===== src/rtl/fifo_axis_pkg.sv =====
// Shared constants and types for the FIFO-to-AXI-Stream reader.
package fifo_axis_pkg;
   localparam int BUF_DEPTH       = 2;  // output buffer entries
   localparam int FIFO_RD_LATENCY = 1;  // cycles from fifo_read_en to fifo_data_out
   typedef logic [1:0] buf_count_t;     // occupancy 0..BUF_DEPTH
endpackage


===== src/rtl/axis_skid_buffer.sv =====
// Two-entry in-order output buffer. Entry 0 is always the head, so the
// stream data is a plain register read with no output mux on the pointer.
module axis_skid_buffer
   import fifo_axis_pkg::*;
#(
   parameter int DATA_WIDTH = 8
) (
   input  logic                  clk,
   input  logic                  reset_n,
   input  logic                  push,
   input  logic [DATA_WIDTH-1:0] push_data,
   input  logic                  pop,
   output buf_count_t            count,
   output logic [DATA_WIDTH-1:0] head_data
);

   logic [BUF_DEPTH-1:0][DATA_WIDTH-1:0] mem_q, mem_d;
   buf_count_t                           count_q, count_d;
   buf_count_t                           level;
   logic                                 pop_ok, push_ok;

   // Pop shifts entry 1 down; push lands in the first free slot after the pop.
   always_comb begin
      mem_d   = mem_q;
      pop_ok  = pop && (count_q != '0);
      level   = count_q - {1'b0, pop_ok};
      push_ok = push && (level != buf_count_t'(BUF_DEPTH));
      if (pop_ok) begin
         mem_d[0] = mem_q[1];
         mem_d[1] = '0;
      end
      if (push_ok) begin
         if (level == '0) mem_d[0] = push_data;
         else             mem_d[1] = push_data;
      end
      count_d = level + {1'b0, push_ok};
   end

   // Buffer state register; reset flushes contents as well as the count.
   always_ff @(posedge clk) begin
      if (!reset_n) begin
         mem_q   <= '0;
         count_q <= '0;
      end else begin
         mem_q   <= mem_d;
         count_q <= count_d;
      end
   end

   assign count     = count_q;
   assign head_data = mem_q[0];

endmodule


===== src/rtl/fifo_axis_reader.sv =====
// Drains a FIFO read port (1-cycle read latency) into an AXI-Stream master.
// Reads are issued only when the word is guaranteed a buffer slot on arrival.
module fifo_axis_reader
   import fifo_axis_pkg::*;
#(
   parameter int DATA_WIDTH = 8
) (
   input  logic                  clk_rd,
   input  logic                  reset_n,
   input  logic [DATA_WIDTH-1:0] fifo_data_out,
   input  logic                  fifo_empty,
   output logic                  fifo_read_en,
   output logic [DATA_WIDTH-1:0] m_axis_tdata,
   output logic                  m_axis_tvalid,
   input  logic                  m_axis_tready,
   output logic [1:0]            buf_count
);

   logic       inflight_q, inflight_d;
   logic       pop;
   logic [2:0] occupancy;
   buf_count_t count;

   assign pop = m_axis_tvalid & m_axis_tready;

   // Issue a read when buffered + in-flight words, net of this cycle's pop,
   // leave room; gated by reset so nothing is popped from the FIFO in reset.
   always_comb begin
      occupancy    = {1'b0, count} + {2'b00, inflight_q} - {2'b00, pop};
      fifo_read_en = reset_n & ~fifo_empty & (occupancy < 3'(BUF_DEPTH));
      inflight_d   = fifo_read_en;
   end

   // In-flight flag: a read issued last cycle means fifo_data_out is valid now.
   always_ff @(posedge clk_rd) begin
      if (!reset_n) inflight_q <= 1'b0;
      else          inflight_q <= inflight_d;
   end

   axis_skid_buffer #(.DATA_WIDTH(DATA_WIDTH)) u_buf (
      .clk       (clk_rd),
      .reset_n   (reset_n),
      .push      (inflight_q),
      .push_data (fifo_data_out),
      .pop       (pop),
      .count     (count),
      .head_data (m_axis_tdata)
   );

   assign m_axis_tvalid = (count != '0);
   assign buf_count     = count;

endmodule


===== config.mk =====
export PLATFORM = sky130hd
export DESIGN_NAME = fifo_axis_reader
export DESIGN_NICKNAME = d
export VERILOG_FILES = /design/src/rtl/fifo_axis_pkg.sv /design/src/rtl/axis_skid_buffer.sv /design/src/rtl/fifo_axis_reader.sv
export SDC_FILE = /design/constraint.sdc
export NUM_CORES = 1
export LEC_CHECK = 0
export ABC_AREA = 1
export ABC_CLOCK_PERIOD_IN_PS = 4660
export CAP_MARGIN = 20
export CORE_UTILIZATION = 52
export CTS_CLUSTER_SIZE = 30
export DETAILED_ROUTE_END_ITERATION = 16
export PLACE_DENSITY = 0.84
export SLEW_MARGIN = 40
export SYNTH_ARGS = -nofsm -noshare
export SYNTH_HDL_FRONTEND = slang
export SYNTH_SLANG_ARGS = --single-unit

===== constraint.sdc =====
create_clock -name clk_rd -period 4.66 [get_ports clk_rd]
set_input_delay 0.699 -clock clk_rd [delete_from_list [all_inputs] [get_ports clk_rd]]
set_output_delay 0.699 -clock clk_rd [all_outputs]
set_load 0.02 [all_outputs]

**Word level (Yosys, flattened, before mapping)**

Cells that the tools add are included.

- Output and inout port bits: 12
- Flip-flop bits (word level): 19

- $add $sub $neg: 4
- Eq/ne operators: 1
- Reduce and logical (&&, ||, !) cells: 4
- Muxes and demuxes: 4
- Bitwise operators: 4
- Order comparisons: 1

Operators by type and width:

| operator | count |
|---|---|
| 16-bit 2-to-1 mux | 2 |
| 8-bit 2-to-1 mux | 2 |
| 2-bit by 1-bit adder with 3-bit output | 1 |
| 1-bit bitwise AND | 3 |
| 3-bit by 2-bit < comparator with 1-bit output, second input constant | 1 |
| 3-bit by 1-bit subtractor with 3-bit output | 1 |
| 2-bit by 1-bit adder with 2-bit output | 1 |
| 1-bit logical AND | 2 |
| 2-bit logical NOT | 1 |
| 2-bit != test, second input constant | 1 |
| 2-bit nonzero test | 1 |
| 2-bit by 1-bit subtractor with 2-bit output | 1 |
| 1-bit inverter | 1 |

**Longest topological paths before layout**

- Depth in word-level cells: 7
- Mapped depth: 13

**Modules after synthesis**

Synthesis repeated with hierarchy kept, for this count alone.

- Cell total of the unflattened synthesis: 148
- Area, all modules: 1027.2 um^2

By module, submodules not included:

| module | seq. area each (um^2) | area an instance (um^2) | cells each | times used |
|---|---|---|---|---|
| axis_skid_buffer | 360.3 | 909.6 | 131 | 1 |
| fifo_axis_reader | 20.0 | 117.6 | 17 | 1 |

**Worst setup path after synthesis**

OpenSTA, ideal clock, no wires.

- Path type: input -> output
- Start point: input m_axis_tready
- End point: output fifo_read_en
- Arrival time: 2.697 ns
- Data required time: 3.961 ns
- Stages: 9
- Path slack: 1.264 ns
- Cell sequence: buf_2 -> nand2_4 -> buf_6 -> inv_1 -> ha_1 -> or2_2 -> fa_1 -> nand2_1 -> nor3_1

- Longest elaborated chain between the ends: 4

Ends and longest elaborated chain:

| element | RTL line | text |
|---|---|---|
| from (decl) | fifo_axis_reader.sv:15 | `input logic m_axis_tready,` |
| 1-bit bitwise AND | fifo_axis_reader.sv:24 | `assign pop = m_axis_tvalid & m_axis_tready;` |
| 3-bit by 1-bit subtractor with 3-bit output | fifo_axis_reader.sv:29 | `occupancy = {1'b0, count} + {2'b00, inflight_q} - {2'b00, pop};` |
| 3-bit by 2-bit < comparator with 1-bit output | fifo_axis_reader.sv:30 | `fifo_read_en = reset_n & ~fifo_empty & (occupancy < 3'(BUF_DEPTH));` |
| 1-bit bitwise AND | fifo_axis_reader.sv:30 |  |
| to (decl) | fifo_axis_reader.sv:12 | `output logic fifo_read_en,` |

Every way passes these cells.

**Final worst setup path**

Same ends and word-level chain as after synthesis.

==> flow_summary.json <==
{
  "async_flop_share_pct": 0,
  "end_kind": "output port",
  "synth-main-ff-cell": "dfxtp_1",
  "cts_hold_buffers": 0,
  "layout_setup_ws_ns": 0.3580,
  "ys_seq_area_share_pct": 37.62,
  "fin_skew_ns": 0.005162,
  "synthDominantCellAreaShare_pct": 37.62,
  "critical_path_peak_fanout": 18,
  "ys_types": 21,
  "area_delta_synth_final_pct": 17.95,
  "worst_pin_slew_ns": 0.5601,
  "first_global_vias": 725,
  "ios": 24,
  "synth_edf_count": 0,
  "cts_max_path_buffers": 2,
  "arrival_ns": 3.60,
  "yosys-top-cells-count": "nand2_1 (30), dfxtp_1 (19), nor2_1 (16)",
  "dieArea_sq_um": 2124,
  "drive_gt1_share_pct": 8.054,
  "critPathLaunchType": "input pin",
  "syn_inst": 136,
  "pre_cts_slack_ns": 0.3583,
  "setup_viol": 0,
  "dp_hpwl_um": 1291,
  "avgViaCountPerCell": 4.971,
  "path_clk_slew_ns": 0.11,
  "leakage_nw": 0.5474,
  "numCtsBuffers": 3,
  "hp-start": "u_buf.mem_q[8]",
  "post_drt_wl_per_cell_um": 10.25,
  "yosys_register_bits": 19,
  "io_buffers": 23,
  "synth_nets": 152,
  "period_minus_slack_ns": 4.302,
  "antenna_found_initial": 0,
  "power_density_nw_per_um2": 626.3,
  "row_count": 15,
  "grt-ovfl-total": 0,
  "coreArea_sq_um": 1783,
  "period_share_pct": 92.32,
  "place.gp.congestion": 0.7781,
  "ctsRootBufferMaster": "clkbuf_4",
  "cap_violations": 0,
  "slew_headroom_pct": 62.54,
  "groute.usage.overall_pct": 19.63,
  "die_w_um": 46.09,
  "max_freq_ghz": 0.2324,
  "status": "finished clean",
  "drt-initial-drc-count": 14,
  "antenna_left": 0,
  "rsz0062_at_grt": "false",
  "yosysMostFrequentCell": "nand2_1",
  "hold_path_class": "reg -> reg",
  "insertion_delay_ns": 0.30,
  "grt_max_degree": 20,
  "r2r_start": "u_buf.count[1]",
  "tns_ns": 0,
  "syn_area_per_cell_sq_um": 7.434,
  "crit_type": "in -> out",
  "dr_total_vias": 865,
  "finalHoldViolations": 0,
  "ys_warn_count": 0,
  "nets": 166,
  "drc_errors": 0,
  "cts.sinks": 19,
  "dr.pass1.iters": 4,
  "wirelength_um": 1784,
  "cts_tree": "built",
  "synth_area_leaders": "dfxtp_1 (38%), nand2_1 (11%), buf_4 (7.4%)",
  "yosys.area.top_type": "dfxtp_1",
  "postCtsSetupBuffers": 0,
  "slew_viol_final": 0,
  "syn_area_sq_um": 1011,
  "antenna_cells": 0,
  "post_cts_resized": 0,
  "vdd_drop_max_uv": 354.3,
  "cts_max_level": 1,
  "cp.required_ns": 3.96,
  "critPathLaunch": "m_axis_tready",
  "die_h_um": 46.09,
  "grt_first_pass_wirelength_um": 2960,
  "start_util_pct": 56.70
}
==> path summary, 6_finish.rpt <==
kind                                       end  slack (ns)  cells after the start
worst max register to register      inflight_q        2.43                      9
worst min register to register  u_buf.mem_q[8]        0.47                      2
worst max-delay path              fifo_read_en        0.36                      9
worst min-delay path            u_buf.mem_q[8]        0.47                      2
==> cell type report <==
class                      instances  area [sq um]
timing repair buffer              23         230.2
inverter                          11         41.29
fill                             156         590.6
sequential                        19         380.4
clock buffer                       3         22.52
multi-input combinational         92         481.7
tap                               25         31.28
clock inverter                     1         5.005
==> cells in the final DEF (no fill, tap or decap) <==
| cell type | netlist | routed |
|---|---|---|
| or2_2 | 1 | 1 |
| clkinv_2 | 0 | 1 |
| nand2_2 | 1 | 1 |
| o21ai_1 | 1 | 1 |
| dfxtp_1 | 19 | 19 |
| nand2_1 | 30 | 30 |
| nor3_1 | 2 | 2 |
| nand2_4 | 2 | 2 |
| inv_2 | 1 | 1 |
| clkbuf_4 | 0 | 3 |
| fa_1 | 1 | 1 |
| nand3_4 | 1 | 1 |
| ha_1 | 3 | 3 |
| inv_1 | 10 | 10 |
| o21ai_0 | 10 | 10 |
| nor2_1 | 16 | 16 |
| nand3_2 | 2 | 2 |
| nand3_1 | 12 | 12 |
| xor2_1 | 1 | 1 |
| a21oi_1 | 9 | 9 |
| clkdlybuf4s50_1 | 0 | 23 |
==> registers in the layout, summed over array words and instances (netlist names) <==
register	cells
u_buf.mem_q	8
u_buf.count	2
u_buf.head_data	8
inflight_q	1
==> cells by family (layout without fill, tap and decap cells) <==
| logic type | after synthesis | count (layout) | synth area share (%) |
|---|---|---|---|
| buf+inv | 25 | 38 | 14.73 |
| simple gates | 67 | 67 | 31.19 |
| xor+xnor | 1 | 1 | 0.8665 |
| compound gates | 20 | 20 | 9.900 |
| fa+ha+maj | 4 | 4 | 5.694 |
| flops | 19 | 19 | 37.62 |
==> worst max-delay path, stage by stage <==
cell	delay, ns
clkdlybuf4s50_1	0.67
nand2_4	0.19
inv_1	0.09
ha_1	0.22
or2_2	0.31
fa_1	0.48
nand2_1	0.07
nor3_1	0.22
clkdlybuf4s50_1	0.64
==> stage by stage <==
stage / std cells / utilization (%) / power, mW / instance area [sq um] / hold slack [ns]
after floorplan: 136 / - / 0.5789 / 1011 / 0.4366
after global placement: 170 / 65.33 / 0.6513 / 1165 / 0.4477
after detailed placement: 170 / 65.33 / 0.6705 / 1165 / 0.4573
after CTS: 174 / 66.88 / 0.7557 / 1192 / 0.4722
after global routing: 174 / 66.88 / 0.8135 / 1192 / 0.4890
final: 174 / 66.88 / 0.7468 / 1192 / 0.4700
==> report_power, final <==
group          switching, mW  internal (mW)  total, mW  leakage [nW]
clock network         0.0505         0.0320     0.0826        0.0177
registers             0.0316          0.212      0.243         0.155
logic                  0.248          0.173      0.421         0.375
==> routing by layer <==
metal	global-route usage (%)	share of wire (%)
met2	30.42	49
met5	0	0
met4	8.824	1.6
met1	26.39	46
met3	3.529	3.8
No activity file was read; power rests on OpenSTA's default activity.
==> patch 1 (config.mk and constraints unchanged) <==
`mem_q` no longer has a reset.
--- a/src/rtl/axis_skid_buffer.sv
+++ b/src/rtl/axis_skid_buffer.sv
@@ -40,10 +40,12 @@
    always_ff @(posedge clk) begin
       if (!reset_n) begin
-         mem_q   <= '0;
          count_q <= '0;
       end else begin
-         mem_q   <= mem_d;
          count_q <= count_d;
       end
+   end
+
+   always_ff @(posedge clk) begin
+      mem_q <= mem_d;
    end
 
Formal check against the unedited RTL: differs if reset_n is asserted again (counterexample within 4 cycles, from zero or initial values and one cycle with reset_n low); with reset_n held inactive, the same outputs for 10 cycles.
==> patch 1 against the original RTL <==
Wire length up 8.8%; sequential cell count unchanged; sequential share of layout area fell by 0.17 points; power grew 3.2%; highest routed layer unchanged; area after synthesis grew 0.62%; critical path type unchanged; largest power group unchanged; clock skew rose by 0.00082 ns; cell area grew 0.52%; setup slack better by 0.17 ns.
==> patch 1: results (changes against the original RTL) <==
status -> finished clean (unchanged)
routed len/inst -> 11.2 um (was 10.3 um)
hold endpoint -> u_buf.mem_q[11] (was u_buf.mem_q[8])
initial DRC count -> 35 (was 14)
top cells by area, synth -> dfxtp_1 37%, nand2_1 17%, nand3_1 12% (was dfxtp_1 38%, nand2_1 11%, buf_4 7.4%)
RR Endpoint -> u_buf.count[1] (was inflight_q)
largest net degree at the start of global routing -> 21 (was 20)
Power Clock -> 82.9 uW (was 82.6 uW)
hold wc startpoint -> u_buf.mem_q[11] (was u_buf.mem_q[8])
first-pass GRT wire length -> 3280 um (was 2960 um)
combinational share of power -> 51.9% (was 56.3%)
kind of cell adding the most delay to the critical path -> buffers and inverters (unchanged)
placed cell area -> 1170 um^2 (was 1160 um^2)
met3 GRT Util -> 5.10% (was 3.53%)
Vias -> 921 (was 865)
relative slew slack -> 53.3% (was 62.5%)
DPL Wire Length -> 1430 um (was 1290 um)
DR WL met3 -> 65 um (was 67 um)
wire length on met2 -> 972 um (was 868 um)
clock transition at the registers of the reported paths -> 0.10 ns
Metal-1 WL -> 856 um (was 819 um)
crit-path max cell delay -> 0.63 ns (was 0.67 ns)
skew final -> 0.00598 ns (was 0.00516 ns)
internal reg-to-reg setup slack -> 2.16 ns (was 2.43 ns)
met1 usage -> 26.4% (about the same)
number of global-route vias before repair -> 795 (was 725)
Total Routing Usage GR -> 22.0% (was 19.6%)
Post-synth top cells -> 46 x nand2_1, 25 x nand3_1, 19 x dfxtp_1 (was 30 x nand2_1, 19 x dfxtp_1, 16 x nor2_1)
Seq/Total Area, Yosys -> 37.4% (was 37.6%)
Leak -> 0.590 nW (was 0.547 nW)
met2 Track Usage GR -> 34.6% (was 30.4%)
R2R Path Start -> u_buf.count[1] (unchanged)
Setup WS pre-CTS -> 0.541 ns (was 0.358 ns)
Internal -> 420 uW (was 417 uW)
Final GP Congestion -> 0.785 (was 0.778)
Syn Nets -> 152 (unchanged)
minimum clock period after layout -> 4.13 ns (was 4.30 ns)
layout cells sized above 1 -> 6.04% (was 8.05%)
maximum vdd ir drop -> 0.000433 V (was 0.000354 V)
-- patch 1: final cells by class --
cell class                      count  area, um^2  area share, %
Tap cell                           25        31.3           2.61
Timing Repair Buffer               23         230           19.2
Multi-Input combinational cell     94         495           41.3
Sequential cell                    19         380           31.7
Inverter                            9        33.8           2.82
Clock buffer                        3        22.5           1.88
Clock inverter                      1        5.00          0.418
-- patch 1: stage by stage --
stage / power (mW) / hold WS (ns) / std cells
after detailed placement: 0.692 / 0.460 / 170
after global placement: 0.679 / 0.457 / 170
after floorplan: 0.606 / 0.443 / 136
after global routing: 0.841 / 0.501 / 174
final: 0.770 / 0.476 / 174
after CTS: 0.775 / 0.477 / 174
-- patch 1: cell families (layout without fill, tap and decap cells) --
kind of cell | after synthesis | after routing | share of synthesized area, %
compound gates | 3 | 3 | 2.58
simple gates | 86 | 86 | 39.6
xor+xnor | 1 | 1 | 0.861
flops | 19 | 19 | 37.4
fa+ha+maj | 4 | 4 | 5.66
buf+inv | 23 | 36 | 13.9
==> patch 2 (same settings) <==
Made on the original files. The package constant `BUF_DEPTH` goes from 2 to 4.
--- a/src/rtl/fifo_axis_pkg.sv
+++ b/src/rtl/fifo_axis_pkg.sv
@@ -1,5 +1,5 @@
 // Shared constants and types for the FIFO-to-AXI-Stream reader.
 package fifo_axis_pkg;
-   localparam int BUF_DEPTH       = 2;  // output buffer entries
+   localparam int BUF_DEPTH       = 4;  // output buffer entries
    localparam int FIFO_RD_LATENCY = 1;  // cycles from fifo_read_en to fifo_data_out
    typedef logic [1:0] buf_count_t;     // occupancy 0..BUF_DEPTH
Behaviour: not the same (a bounded check fails within 4 cycles, from zero or initial values and one cycle with reset_n low).
==> patch 2 against the original RTL <==
First-iteration DRC count up 79%; sequential share of layout area up 1.7 points; wire length down 5.0%; setup slack better by 0.41 ns; maximum frequency up 10%; cell area down 5.0%; global-route usage up 0.27 points; area after synthesis down 5.0%; register-to-register slack better by 0.12 ns; sequential cell count unchanged; critical path depth up 3; critical path type unchanged.
Power is not compared: it rests on default switching activity, and its combinational part moved more than twofold at a synthesized area within 25%.
==> patch 2: results (changes against the original RTL) <==
status -> finished clean (unchanged)
Crit path arrival time -> 3.20 ns (was 3.60 ns)
Synth Area in Compound Gates -> 12.5% (was 9.90%)
Final GP Congestion -> 0.771 (was 0.778)
DPL Wire Length -> 1220 um (was 1290 um)
most common flop cell mapped by yosys -> dfxtp_1 (unchanged)
final cell count without fillers -> 166 (was 174)
skew final -> 0.00203 ns (was 0.00516 ns)
multiplexer share of the synthesized area -> 0% (unchanged)
placed cell area -> 1110 um^2 (was 1160 um^2)
Synth Area in XOR/XNOR -> 0% (was 0.866%)
Async SR Flop Fraction -> 0% (unchanged)
post-synth cell types -> 19 (was 21)
internal reg-to-reg setup slack -> 2.55 ns (was 2.43 ns)
number of fillers in the final layout -> 181 (was 156)
Post-Synth Adder-Cell Area -> 3.91% (was 5.69%)
CP Launch Point -> m_axis_tready (unchanged)
first drt pass iteration count -> 4 (unchanged)
Leak -> 0.485 nW
synth warn -> 0 (unchanged)
first-pass GRT wire length -> 2760 um (was 2960 um)
Post-CTS Setup Inserts -> 0 (unchanged)
CP Max Fanout -> 24 (was 18)
synthesized area per cell -> 7.45 um^2 (was 7.43 um^2)
met1 usage -> 21.9% (was 26.4%)
depth of the most critical reg-to-reg path -> 10 (was 9)
met2 Track Usage GR -> 33.9% (was 30.4%)
Vias -> 804 (was 865)
Clock Path Buffers -> 2 (unchanged)
Syn Nets -> 144 (was 152)
top cells by area, synth -> dfxtp_1 40%, a21oi_1 7.8%, inv_1 7.4% (was dfxtp_1 38%, nand2_1 11%, buf_4 7.4%)
Post-synth top cells -> 19 x dfxtp_1, 19 x inv_1, 18 x nor2_1 (was 30 x nand2_1, 19 x dfxtp_1, 16 x nor2_1)
Nets -> 157 (was 166)
RR Endpoint -> u_buf.count[1] (was inflight_q)
WL final -> 1700 um (was 1780 um)
initial DRC count -> 25 (was 14)
met3 GRT Util -> 4.80% (was 3.53%)
Seq/Total Area, Yosys -> 39.6% (was 37.6%)
largest net degree at the start of global routing -> 25 (was 20)
layout cells sized above 1 -> 4.96% (was 8.05%)
number of global-route vias before repair -> 638 (was 725)
clock root buffer -> clkbuf_4 (unchanged)
initial antenna violation count -> 0 (unchanged)
clock transition at the registers of the reported paths -> 0.10 ns
Slew @ Worst Pin -> 0.607 ns (was 0.560 ns)
Total Routing Usage GR -> 19.9% (was 19.6%)
[patch 2: cell type report]
cell class,count,share of cell area [%]
Sequential cell,19,33.6
Tap cell,25,2.76
Timing Repair Buffer,23,20.3
Inverter,19,6.30
Multi-Input combinational cell,76,34.7
Clock buffer,4,2.32
[patch 2: cell families (layout without fill, tap and decap cells)]
kind of cell	count (synthesis)	in the layout
AO/OA/AOI/OAI	24	24
buffers and inverters	34	46
adder cells (fa/ha/maj)	3	3
AND/OR/NAND/NOR	49	49
flip-flops	19	19
[patch 2: worst min path at each step]
stage	from	to	slack [ns]	cells past startpoint
5_1_grt	u_buf.mem_q[11]	u_buf.head_data[3]	0.48	2
3_5_place_dp	u_buf.mem_q[13]	u_buf.head_data[5]	0.45	2
4_1_cts	u_buf.mem_q[13]	u_buf.head_data[5]	0.46	2
6_report	u_buf.mem_q[14]	u_buf.head_data[6]	0.46	2
3_3_place_gp	u_buf.mem_q[15]	u_buf.head_data[7]	0.44	2
2_1_floorplan	u_buf.mem_q[8]	u_buf.head_data[0]	0.43	2
[patch 2: power by group]
| group | internal [mW] | total (mW) | switching [mW] | leakage (nW) |
|---|---|---|---|---|
| Clock | 0.0334 | 0.0828 | 0.0494 | 0.0150 |
| Sequential | 0.175 | 0.183 | 0.00854 | 0.154 |
| Combinational | 0.0419 | 0.0948 | 0.0529 | 0.316 |
[patch 2: through the flow]
step,util [%],setup WS (ns)
4_1_cts,65.6,0.745
3_5_place_dp,64.1,0.745
2_1_floorplan,-,1.79
3_3_place_gp,64.1,0.829
5_1_grt,65.6,0.523
6_report,65.6,0.766
[patch 2: worst max-delay path, cell delays in order]
cell and delay, ns:
clkdlybuf4s50_1 0.48, inv_1 0.07, nor2_4 0.38, ha_1 0.23
inv_1 0.05, ha_1 0.28, nand3_1 0.10, nand2_1 0.06
nand2_1 0.06, nand2_1 0.06, nor3_1 0.12, clkdlybuf4s50_1 0.62
[patch 2: routing by layer]
layer  share of wire, %  vias to the layer above
met1                 44                      362
met5                  0                        -
met3                3.7                        5
met4                2.4                        0
met2                 50                       17
li1                   -                      420
